$ cat src/rtl/clip_cull_pkg.sv
// ----------------------------------------------------------------------------
// clip_cull_pkg
// Shared types, constants and helpers for the clip/cull stage.
//   Points2D   : one signed 16-bit coordinate
//   Vertex3D   : x/y/z coordinate triple
//   Triangle3D : p/q/r vertices (the primitive carried through the stage)
//   CNT_W_DEFAULT : default width of the debug cull counter
//   XMIN..ZMAX : inclusive clip volume bounds, compared as signed values
// ----------------------------------------------------------------------------
package clip_cull_pkg;

    typedef logic signed [15:0] Points2D;

    typedef struct packed {
        Points2D x;
        Points2D y;
        Points2D z;
    } Vertex3D;

    typedef struct packed {
        Vertex3D p;
        Vertex3D q;
        Vertex3D r;
    } Triangle3D;

    localparam int CNT_W_DEFAULT = 16;

    localparam Points2D XMIN = -16'sd2048;
    localparam Points2D XMAX = 16'sd2047;
    localparam Points2D YMIN = -16'sd2048;
    localparam Points2D YMAX = 16'sd2047;
    localparam Points2D ZMIN = 16'sd0;
    localparam Points2D ZMAX = 16'sd16383;

    // Bounds are inclusive: a coordinate sitting exactly on MIN or MAX is kept.
    function automatic logic coord_oob(input Points2D c, input Points2D lo, input Points2D hi);
        return (c < lo) || (c > hi);
    endfunction

    function automatic logic vertex_oob(input Vertex3D v);
        return coord_oob(v.x, XMIN, XMAX) ||
               coord_oob(v.y, YMIN, YMAX) ||
               coord_oob(v.z, ZMIN, ZMAX);
    endfunction

    // A single stray coordinate anywhere in the triangle is enough to cull it.
    function automatic logic triangle_oob(input Triangle3D t);
        return vertex_oob(t.p) || vertex_oob(t.q) || vertex_oob(t.r);
    endfunction

endpackage

$ cat src/rtl/tri_fifo.sv
// ----------------------------------------------------------------------------
// tri_fifo
// Circular buffer of Triangle3D entries feeding rasterizer setup.
// Ports:
//   clk, rst  : clock, asynchronous active-high reset
//   push      : write wr_data (accepted when not full, or when popping too)
//   pop       : remove the head entry (ignored when empty)
//   wr_data   : triangle to enqueue
//   rd_data   : head triangle, forced to zero when the buffer is empty
//   full      : all DEPTH entries occupied
//   empty     : no entries occupied
//   count     : occupied entries, 0..DEPTH
// DEPTH must be a power of two (>= 2) so the pointers wrap naturally.
// ----------------------------------------------------------------------------
module tri_fifo
    import clip_cull_pkg::*;
#(
    parameter int DEPTH = 4
) (
    input  logic                     clk,
    input  logic                     rst,
    input  logic                     push,
    input  logic                     pop,
    input  Triangle3D                wr_data,
    output Triangle3D                rd_data,
    output logic                     full,
    output logic                     empty,
    output logic [$clog2(DEPTH):0]   count
);

    localparam int PTR_W = $clog2(DEPTH);
    localparam logic [PTR_W:0] FULL_COUNT = (PTR_W + 1)'(DEPTH);

    Triangle3D        mem [DEPTH];
    logic [PTR_W-1:0] wr_ptr;
    logic [PTR_W-1:0] rd_ptr;
    logic             do_push;
    logic             do_pop;

    assign empty   = (count == '0);
    assign full    = (count == FULL_COUNT);
    assign do_pop  = pop && !empty;
    // A push into a full buffer is still fine when the head leaves in the same cycle.
    assign do_push = push && (!full || do_pop);
    assign rd_data = empty ? '0 : mem[rd_ptr];

    // Pointer and occupancy bookkeeping. Pointers are exactly PTR_W bits wide,
    // so incrementing past DEPTH-1 wraps to 0 without any compare. A push and
    // pop in the same cycle cancel out in the occupancy count.
    always_ff @(posedge clk or posedge rst) begin
        if (rst) begin
            wr_ptr <= '0;
            rd_ptr <= '0;
            count  <= '0;
        end else begin
            if (do_push) begin
                wr_ptr <= wr_ptr + 1'b1;
            end
            if (do_pop) begin
                rd_ptr <= rd_ptr + 1'b1;
            end
            case ({do_push, do_pop})
                2'b10:   count <= count + 1'b1;
                2'b01:   count <= count - 1'b1;
                default: count <= count;
            endcase
        end
    end

    // Storage array. It is not reset: stale entries are never visible because
    // the read side is masked to zero whenever the buffer is empty.
    always_ff @(posedge clk) begin
        if (do_push) begin
            mem[wr_ptr] <= wr_data;
        end
    end

endmodule

$ cat src/rtl/clip_cull_stage.sv
// ----------------------------------------------------------------------------
// clip_cull_stage
// Flags triangles with any vertex coordinate outside the clip volume, drops
// them, and queues surviving triangles in order for rasterizer setup.
// Ports:
//   clk, rst    : clock, asynchronous active-high reset
//   in_valid    : upstream triangle valid
//   in_ready    : stage can accept a triangle this cycle
//   tri_in      : incoming triangle
//   out_valid   : FIFO head valid
//   out_ready   : downstream accepts the head
//   tri_out     : FIFO head triangle (zero when empty)
//   fifo_count  : occupied FIFO entries
//   cull_count  : saturating count of dropped triangles since reset/clear
//   cnt_clear   : synchronous clear of cull_count (wins over a same-cycle cull)
// Build option: define CLIP_CULL_STATS_EN to build the cull counter; without
// it cull_count is tied to zero and cnt_clear is ignored.
// ----------------------------------------------------------------------------
module clip_cull_stage
    import clip_cull_pkg::*;
#(
    parameter int DEPTH = 4,
    parameter int CNT_W = CNT_W_DEFAULT
) (
    input  logic                     clk,
    input  logic                     rst,
    input  logic                     in_valid,
    output logic                     in_ready,
    input  Triangle3D                tri_in,
    output logic                     out_valid,
    input  logic                     out_ready,
    output Triangle3D                tri_out,
    output logic [$clog2(DEPTH):0]   fifo_count,
    output logic [CNT_W-1:0]         cull_count,
    input  logic                     cnt_clear
);

    logic      s1_valid;
    Triangle3D s1_tri;
    logic      s1_oob;

    logic      in_fire;
    logic      out_fire;
    logic      fifo_full;
    logic      fifo_empty;
    logic      fifo_push;
    logic      s1_drains;
    logic      cull_event;

    assign out_valid  = !fifo_empty;
    assign out_fire   = out_valid && out_ready;
    assign in_fire    = in_valid && in_ready;

    // Culled triangles leave S1 unconditionally, so a full FIFO never stalls them.
    assign cull_event = s1_valid && s1_oob;
    assign fifo_push  = s1_valid && !s1_oob && (!fifo_full || out_fire);
    assign s1_drains  = cull_event || fifo_push;
    assign in_ready   = !s1_valid || s1_drains;

    // S1 register. A new triangle overwrites S1 whenever it is accepted, which
    // is only possible if S1 is empty or draining this cycle. The out-of-bounds
    // flag is computed once on entry and travels alongside the triangle.
    always_ff @(posedge clk or posedge rst) begin
        if (rst) begin
            s1_valid <= 1'b0;
            s1_tri   <= '0;
            s1_oob   <= 1'b0;
        end else if (in_fire) begin
            s1_valid <= 1'b1;
            s1_tri   <= tri_in;
            s1_oob   <= triangle_oob(tri_in);
        end else if (s1_drains) begin
            s1_valid <= 1'b0;
        end
    end

    tri_fifo #(
        .DEPTH (DEPTH)
    ) u_fifo (
        .clk     (clk),
        .rst     (rst),
        .push    (fifo_push),
        .pop     (out_fire),
        .wr_data (s1_tri),
        .rd_data (tri_out),
        .full    (fifo_full),
        .empty   (fifo_empty),
        .count   (fifo_count)
    );

`ifdef CLIP_CULL_STATS_EN
    logic [CNT_W-1:0] cull_cnt_q;

    // Debug cull counter. Clear takes priority and swallows a coincident cull;
    // otherwise each cull adds one until the counter pins at all-ones.
    always_ff @(posedge clk or posedge rst) begin
        if (rst) begin
            cull_cnt_q <= '0;
        end else if (cnt_clear) begin
            cull_cnt_q <= '0;
        end else if (cull_event && (cull_cnt_q != '1)) begin
            cull_cnt_q <= cull_cnt_q + 1'b1;
        end
    end

    assign cull_count = cull_cnt_q;
`else
    logic stats_unused;

    // Counter not built: report zero and deliberately sink the inputs that
    // would only have fed it.
    assign stats_unused = cnt_clear ^ cull_event;
    assign cull_count   = '0;
`endif

endmodule

$ cat config.mk
export PLATFORM = sky130hd
export DESIGN_NAME = clip_cull_stage
export DESIGN_NICKNAME = d
export VERILOG_FILES = /design/src/rtl/clip_cull_pkg.sv /design/src/rtl/tri_fifo.sv /design/src/rtl/clip_cull_stage.sv
export SDC_FILE = /design/constraint.sdc
export NUM_CORES = 1
export LEC_CHECK = 0
export CAP_MARGIN = 5
export CORE_ASPECT_RATIO = 1.4
export CORE_UTILIZATION = 60
export CTS_CLUSTER_SIZE = 30
export DETAILED_ROUTE_END_ITERATION = 8
export PLACE_DENSITY = 0.95
export SYNTH_ARGS = -nofsm -noshare
export SYNTH_HDL_FRONTEND = slang
export SYNTH_SLANG_ARGS = --single-unit
export TNS_END_PERCENT = 20
$ cat constraint.sdc
create_clock -name clk -period 14.3 [get_ports clk]
set_input_delay 2.145 -clock clk [delete_from_list [all_inputs] [get_ports clk]]
set_output_delay 2.145 -clock clk [all_outputs]
set_load 0.01 [all_outputs]
# Word-level counts from Yosys, hierarchy flattened
# Memories as Yosys holds them, arrays and structs flattened.
# Index checks and enable logic that the tools add are counted.
# Widths: inputs -> output; s select.
# op_classes
addsub	4
n_lt_le_gt_ge	18
eq_ne	3
muxes	6
reduce_logical	35
# ops
operator	n
$mux 144	1
$gt 16x12->1 const B	6
$lt 16x12->1 const B	6
$gt 16x15->1 const B	3
$lt 16x1->1 const B	3
$logic_or 1x1->1	21
$logic_and 1x1->1	7
$pmux 3 s2	1
$add 2x1->2 const B	2
$logic_not 1->1	4
$mux 1	4
$reduce_bool 2->1	2
$add 3x1->3 const B	1
$eq 3x3->1 const B	1
$logic_not 3->1	1
$sub 3x1->3 const B	1
$eq 2x1->1 const B	1
$eq 2x2->1 const B	1
# word_totals
regBits	153
ramBits	576
input_bits	149
output_inout_bits	165
word_cells	81
mem_count	1
# memory_table
name	depth	word_bits	rd	rd_ports_with_merged_regs	wr	line	text
u_fifo.mem	4	144	1	0	1	tri_fifo.sv:34	Triangle3D mem [DEPTH];

# Logic depth before layout (Yosys ltp)
# Gate-level depths: netlist of the first run.
# logic_depth
depth_word	9
ltp_mapped	9
ltp_nobuf	9

# Hierarchy
# From an unflattened synthesis of the first run, not the netlist that was laid out.
# unflattened
cells_unflattened	1325
area_unflattened_um2	28232.1
# modules_own_cells
module	n_inst	cells_per_inst	area_per_inst_um2	seq_area_each_um2
tri_fifo	1	969	22252.6	17471.8
clip_cull_stage	1	356	5979.5	3653.5

# Least setup slack after synthesis of the first run
# No wires, ideal clock.
# synth_path
kind	input-to-output
startpoint	input port out_ready
endpoint	output port in_ready
arrival_time_ps	2601
t_required_ps	12155
slack_ps	9554
path_stages	2
n_path_buf	0
path_cell_list	nor4b_1 > nand2_1
# synth_via
elab_chain_cells	5
# synth_lines
element	line	text
from (decl)	clip_cull_stage.sv:31	input logic out_ready,
$logic_and 1x1->1	clip_cull_stage.sv:51	assign out_fire = out_valid && out_ready;
$logic_or 1x1->1	clip_cull_stage.sv:56	assign fifo_push = s1_valid && !s1_oob && (!fifo_full || out_fire);
$logic_and 1x1->1	clip_cull_stage.sv:56	
$logic_or 1x1->1	clip_cull_stage.sv:57	assign s1_drains = cull_event || fifo_push;
$logic_or 1x1->1	clip_cull_stage.sv:58	assign in_ready = !s1_valid || s1_drains;
to (decl)	clip_cull_stage.sv:28	output logic in_ready,
# No other way between the ends.

==> results.py, run 1 <==
metrics = {
    "worst_setup_path": {
        "cp-end-kind": "primary output",
        "crit_fanout": 50,
        "cp.arrival_ns": 4.48,
        "r2r-start": "s1_oob",
        "crit_start": "u_fifo.rd_ptr[0]",
        "required_ns": 12.15,
        "critPathKind": "reg -> out",
        "crit_path_start_kind": "flip-flop",
    },
    "power_and_ir_drop": {
        "power_switching_share_pct": 26.27,
        "switching_power_uw": 1601,
        "seq_power_share_pct": 40.7,
        "power_frac_comb_pct": 28.7,
        "p_int_uw": 4494,
        "pwr_density_cell_nw_per_um2": 181.0,
        "ir_worst_vdd_mv": 0.1730,
        "clockPowerShare_pct": 30.7,
        "p_leak_uw": 0.01141,
    },
    "logic_synthesis": {
        "synth-edff-count": 576,
        "syn_avg_cell_area_um2": 21.42,
        "synth-seq-area-share_pct": 75.64,
        "synthDistinctLibCells": 34,
        "async_flop_share_pct": 20.99,
        "yosys.area.top_type_share_pct": 61.93,
        "synth_seq_cells": 729,
        "synth_top_cell_by_area": "edfxtp_1",
        "synth_top_cells_by_area": "edfxtp_1, dfrtp_1, mux4_2",
        "yosys_warnings": 0,
        "synth_ff_type": "edfxtp_1",
        "syn_inst": 1304,
        "syn-cell-area_um2": 27930,
    },
    "global_route": {
        "antenna_found_initial": 8,
        "first_global_vias": 14512,
        "grt-ovfl-total": 0,
        "grt_pass1_wl_mm": 89.31,
        "grt.total_usage_pct": 25.96,
        "grt_max_degree": 88,
    },
    "timing": {
        "drv_slew": 0,
        "clock.fmax_mhz": 150.9,
        "clock_skew_ns": 0.02136,
        "rsz0062_at_grt": "false",
        "relSlewSlack_pct": 26.43,
        "finalSetupViolCount": 0,
        "fin_tns_setup_ns": 0,
        "hold_slack_ns": 0.5083,
        "min_period_ns": 6.627,
        "finalHoldViolations": 0,
        "tightest_slew_ns": 1.099,
        "min_period_over_period_pct": 46.34,
    },
    "floorplanning": {
        "fp.dieH_um": 257.3,
        "pin_count": 314,
        "fp.dieW_um": 184.3,
        "num_rows": 93,
        "core_um2": 45960,
        "start_util_pct": 60.76,
        "die_area_um2": 47430,
    },
    "drt": {
        "wirelength_mm": 59.73,
        "drtIter0Drc": 924,
        "antenna_left": 0,
        "dr_total_vias": 13584,
        "wl_per_cell_um": 26.01,
        "drc": 0,
        "viasPerCell": 5.916,
        "firstDrtPassIters": 5,
    },
    "clock_network": {
        "htreeDepth": 3,
        "cts_sinks": 729,
        "cts_root_buffer": "clkbuf_16",
        "cts_buffers": 66,
        "clk_pin_slew_ns": 0.06,
        "ctsResizeCount": 0,
        "clk_path_buf_depth": 3,
        "cts_tree": "done",
        "post_cts_buffers": 0,
        "clkLatencyLatePin_ns": 0.58,
        "postCtsHoldBufs": 0,
    },
    "status": {
        "status": "finished clean",
    },
    "worst_hold_path": {
        "worstHoldStart": "s1_tri[143]",
        "hp-class": "reg -> reg",
    },
    "layout": {
        "drive_gt1_share_pct": 25.10,
        "stdcell_area_um2": 33670,
        "finalCoreUtilization_pct": 73.25,
        "layout.nets": 1776,
        "nFillCells": 2443,
        "synthToLayoutAreaGrowth_pct": 20.55,
    },
    "placed_design": {
        "io_buffers": 296,
        "place_hpwl_mm": 35.17,
        "dpl-instance-area_um2": 31330,
        "gp_congestion": 0.7631,
    },
    "job": {
        "cap_viol_max_count": 0,
    },
}
## layout make-up
type | count | area, um2 | area share (%)
clock buffer | 86 | 1861 | 5.526
clock inverter | 34 | 464.2 | 1.379
tap | 617 | 772.0 | 2.293
timing repair buffer | 314 | 3098 | 9.201
multi-input combinational | 503 | 6296 | 18.70
sequential | 729 | 21130 | 62.76
antenna | 6 | 15.01 | 0.04459
inverter | 7 | 31.28 | 0.09290
## cell families after synthesis
| kind of cell | Yosys count | synth area share (%) |
|---|---|---|
| xor+xnor | 6 | 0.1882 |
| mux | 295 | 17.67 |
| simple gates | 177 | 4.001 |
| other cells | 1 | 0.01343 |
| fa+ha+maj | 6 | 0.2957 |
| compound gates | 3 | 0.08063 |
| flops | 729 | 75.64 |
| buf+inv | 87 | 2.115 |
## path summary, 6_finish.rpt
kind / cells past startpoint / end / slack [ns]
hold reg to reg: 0 / u_fifo.mem[0][143] / 0.51
setup reg to reg: 4 / u_fifo.mem[1][108] / 10.78
setup / recovery: 5 / tri_out[54] / 7.67
max in group asynchronous: 3 / u_fifo.rd_ptr[1] / 10.96
min in group asynchronous: 2 / s1_tri[34] / 1.97
hold / removal: 0 / u_fifo.mem[0][143] / 0.51
## layout by cell type (no fill, tap or decap), types with 10 or more instances in the layout
| cell type | instances |
|---|---|
| conb_1 | 16 |
| and2_1 | 145 |
| clkbuf_1 | 10 |
| clkdlybuf4s50_1 | 296 |
| bufinv_16 | 11 |
| edfxtp_1 | 576 |
| mux4_2 | 144 |
| buf_4 | 18 |
| dfrtp_1 | 151 |
| clkbuf_16 | 69 |
| mux2_2 | 144 |
## power groups by stage
| stage | Sequential, uW | Combinational (uW) | Clock [uW] |
|---|---|---|---|
| 4_1_cts | 2480 | 1770 | 1890 |
| 6_report | 2480 | 1750 | 1870 |
| 3_3_place_gp | 2510 | 1710 | 0 |
| 2_1_floorplan | 2450 | 992 | 0 |
| 3_5_place_dp | 2520 | 1750 | 0 |
| 5_1_grt | 2490 | 1840 | 1970 |
## per-layer routing
layer,track usage [%],vias to the layer above,wire length (um)
li1,-,5760,-
met1,32.36,7142,21920
met2,44.73,546,32260
met3,4.345,132,3147
met4,11.41,4,2384
met5,0,-,17
## sequential cells by signal, summed over array words and instances, names as in the netlist
| signal | flops |
|---|---|
| s1_tri | 144 |
| s1_oob | 1 |
| u_fifo.count | 3 |
| u_fifo.mem | 576 |
| u_fifo.wr_ptr | 2 |
| s1_valid | 1 |
| u_fifo.rd_ptr | 2 |
## critical path: stages (launching register included)
cell             delay, ns
dfrtp_4               0.76
buf_4                 0.86
buf_4                 0.86
mux4_2                0.62
and2_1                0.19
clkdlybuf4s50_1       0.55
## Yosys cell counts, drive strengths merged, types with 4 or more instances
| library cell | instances |
|---|---|
| and2 | 145 |
| and3 | 4 |
| buf | 43 |
| clkbuf | 37 |
| dfrtp | 153 |
| edfxtp | 576 |
| ha | 5 |
| inv | 7 |
| mux2 | 144 |
| mux2i | 7 |
| mux4 | 144 |
| nand4 | 7 |
| or4 | 7 |
## through the flow
step	total power (uW)	std cells	setup WS (ns)
final	6095	2296	7.673
after global routing	6309	2296	7.271
after CTS	6145	2290	7.449
after detailed placement	4269	2170	8.122
after global placement	4221	2170	8.088
after floorplan	3444	1319	8.034
No activity file was read; power rests on OpenSTA's default activity.
==> inputs of run 2 (changes only) <==
--- a/config.mk
+++ b/config.mk
@@ -7,10 +7,10 @@
 export LEC_CHECK = 0
 export CAP_MARGIN = 5
 export CORE_ASPECT_RATIO = 1.4
-export CORE_UTILIZATION = 60
+export CORE_UTILIZATION = 51
 export CTS_CLUSTER_SIZE = 30
 export DETAILED_ROUTE_END_ITERATION = 8
-export PLACE_DENSITY = 0.95
+export PLACE_DENSITY = 0.88
 export SYNTH_ARGS = -nofsm -noshare
 export SYNTH_HDL_FRONTEND = slang
 export SYNTH_SLANG_ARGS = --single-unit
==> constraint.sdc (replaced) <==
create_clock -name clk -period 6 [get_ports clk]
set_input_delay 0.9 -clock clk [delete_from_list [all_inputs] [get_ports clk]]
set_output_delay 0.9 -clock clk [all_outputs]
set_load 0.01 [all_outputs]
==> run 2 against run 1 <==
Final cell count increased by 4.6%. Sequential share of layout area decreased by 0.20 points. Worst hold slack got worse by 0.0044 ns. Via count decreased by 2.5%. Clock-buffer cell count increased by 4. Clock skew increased by 0.0019 ns. Die area increased by 17%. Largest cell class unchanged. Routed wire length decreased by 5.2%. Global-route usage decreased by 5.2 points.
==> results.py, run 2 (synthesis results as in run 1) <==
metrics = {
    "timing": {
        "finalSetupViolCount": 0,
        "fin_tns_setup_ns": 0,
        "rsz0062_at_grt": "false",
        "min_period_over_period_pct": 70.89,
        "finalHoldViolations": 0,
        "tightest_slew_ns": 1.141,
        "clock_skew_ns": 0.02322,
        "relSlewSlack_pct": 23.96,
        "drv_slew": 0,
        "clock.fmax_mhz": 235.1,
        "min_period_ns": 4.254,
    },
    "layout": {
        "largest_register_ffs": 576,
        "layout.nets": 1774,
        "multi_input_area_um2": 6296,
        "synthToLayoutAreaGrowth_pct": 20.93,
        "reg_top3": "u_fifo.mem (576), s1_tri (144), u_fifo.count (3)",
        "register_area_um2": 21130,
        "drive_gt1_share_pct": 24.49,
        "final_common_cell": "edfxtp_1",
        "final_cell_mix": "edfxtp_1, clkdlybuf4s50_1, dfrtp_1",
        "largest_register": "u_fifo.mem",
        "nFillCells": 3550,
    },
    "worst_setup_path": {
        "path_cells": "or3_4, buf_4, and2_1, clkdlybuf4s50_1",
        "crit_fanout": 99,
        "crit_path_start_kind": "flip-flop",
        "cp.arrival_ns": 3.35,
        "required_ns": 5.10,
        "cpMaxStageDelayCell": "or3_4",
        "cp-end-kind": "primary output",
        "cp_slowest_stage_delay_ns": 0.86,
        "critPathKind": "reg -> out",
    },
    "drt": {
        "dr_total_vias": 13245,
        "wl_per_cell_um": 23.56,
        "viasPerCell": 5.514,
        "drtIter0Drc": 820,
        "wirelength_mm": 56.60,
        "firstDrtPassIters": 4,
        "drc": 0,
        "antenna_left": 0,
    },
    "global_route": {
        "first_global_vias": 14051,
        "grt_max_degree": 100,
        "grt_pass1_wl_mm": 84.60,
        "grt-ovfl-total": 0,
        "grt.total_usage_pct": 20.77,
        "antenna_found_initial": 11,
    },
    "power_and_ir_drop": {
        "power.total_uw": 14330,
        "ir_worst_vdd_mv": 0.3812,
        "p_leak_uw": 0.01137,
        "pwr_density_cell_nw_per_um2": 424.1,
    },
    "floorplanning": {
        "pin_count": 314,
        "fp.dieH_um": 278.9,
        "start_util_pct": 51.52,
        "core_um2": 54210,
        "num_rows": 101,
        "die_area_um2": 55720,
        "fp.dieW_um": 199.8,
    },
    "clock_network": {
        "cts_sinks": 729,
        "clkLatencyLatePin_ns": 0.58,
        "cts_tree": "done",
        "ctsResizeCount": 0,
        "post_cts_buffers": 0,
        "htreeDepth": 3,
        "cts_buffers": 67,
        "cts_root_buffer": "clkbuf_16",
        "clk_path_buf_depth": 3,
        "postCtsHoldBufs": 0,
        "clk_pin_slew_ns": 0.06,
    },
    "placed_design": {
        "gp_congestion": 0.7488,
        "place_hpwl_mm": 32.56,
        "io_buffers": 296,
    },
    "job": {
        "cap_viol_max_count": 0,
    },
    "status": {
        "status": "finished clean",
    },
    "worst_hold_path": {
        "hp-class": "reg -> reg",
    },
}
## run 2: worst max-delay path: cells and delay by family (launching register included)
kind | cells | cell delay [ns]
buf+inv | 2 | 1.22
simple gates | 2 | 1.06
flops | 1 | 0.44
## run 2: layer usage
metal  wire (um)  vias up  global-route usage (%)
met4        2326        2                   11.31
met5          13        -                       0
met1       21140     6908                   25.20
met2       29890      464                   34.90
li1            -     5760                       -
met3        3223      111                   4.010
## run 2: where the power goes
group | internal (uW) | switching [uW]
Clock | 2490 | 1780
Combinational | 2420 | 1680
Sequential | 5650 | 309
Total | 10600 | 3770
## run 2: layout make-up
class / instances / area share (%)
multi-input combinational: 503 / 18.64
inverter: 7 / 0.09261
clock buffer: 90 / 5.494
clock inverter: 30 / 1.015
timing repair buffer: 311 / 9.439
antenna: 11 / 0.08150
tap: 721 / 2.671
sequential: 729 / 62.57
## run 2: final timing paths
path,from,to,slack (ns),cells after the start
max,u_fifo.count[0],tri_out[108],1.75,4
min,s1_tri[76],u_fifo.mem[3][76],0.50,0
max reg2reg,u_fifo.count[0],u_fifo.count[2],2.67,9
min reg2reg,s1_tri[76],u_fifo.mem[3][76],0.50,0
max in group asynchronous,rst,u_fifo.rd_ptr[1],4.09,3
min in group asynchronous,rst,s1_tri[37],0.82,2
## run 2: per-stage QoR
step	util [%]	setup WS, ns	area [um2]	instances	hold WS, ns
floorplan	-	0.9786	27990	1319	0.4709
finish	62.30	1.746	33780	2402	0.5039
CTS	62.25	1.583	33750	2391	0.5062
detailed placement	58.20	2.221	31550	2271	0.4942
global route	62.30	1.492	33770	2401	0.5209
global placement	58.20	2.266	31550	2271	0.4779
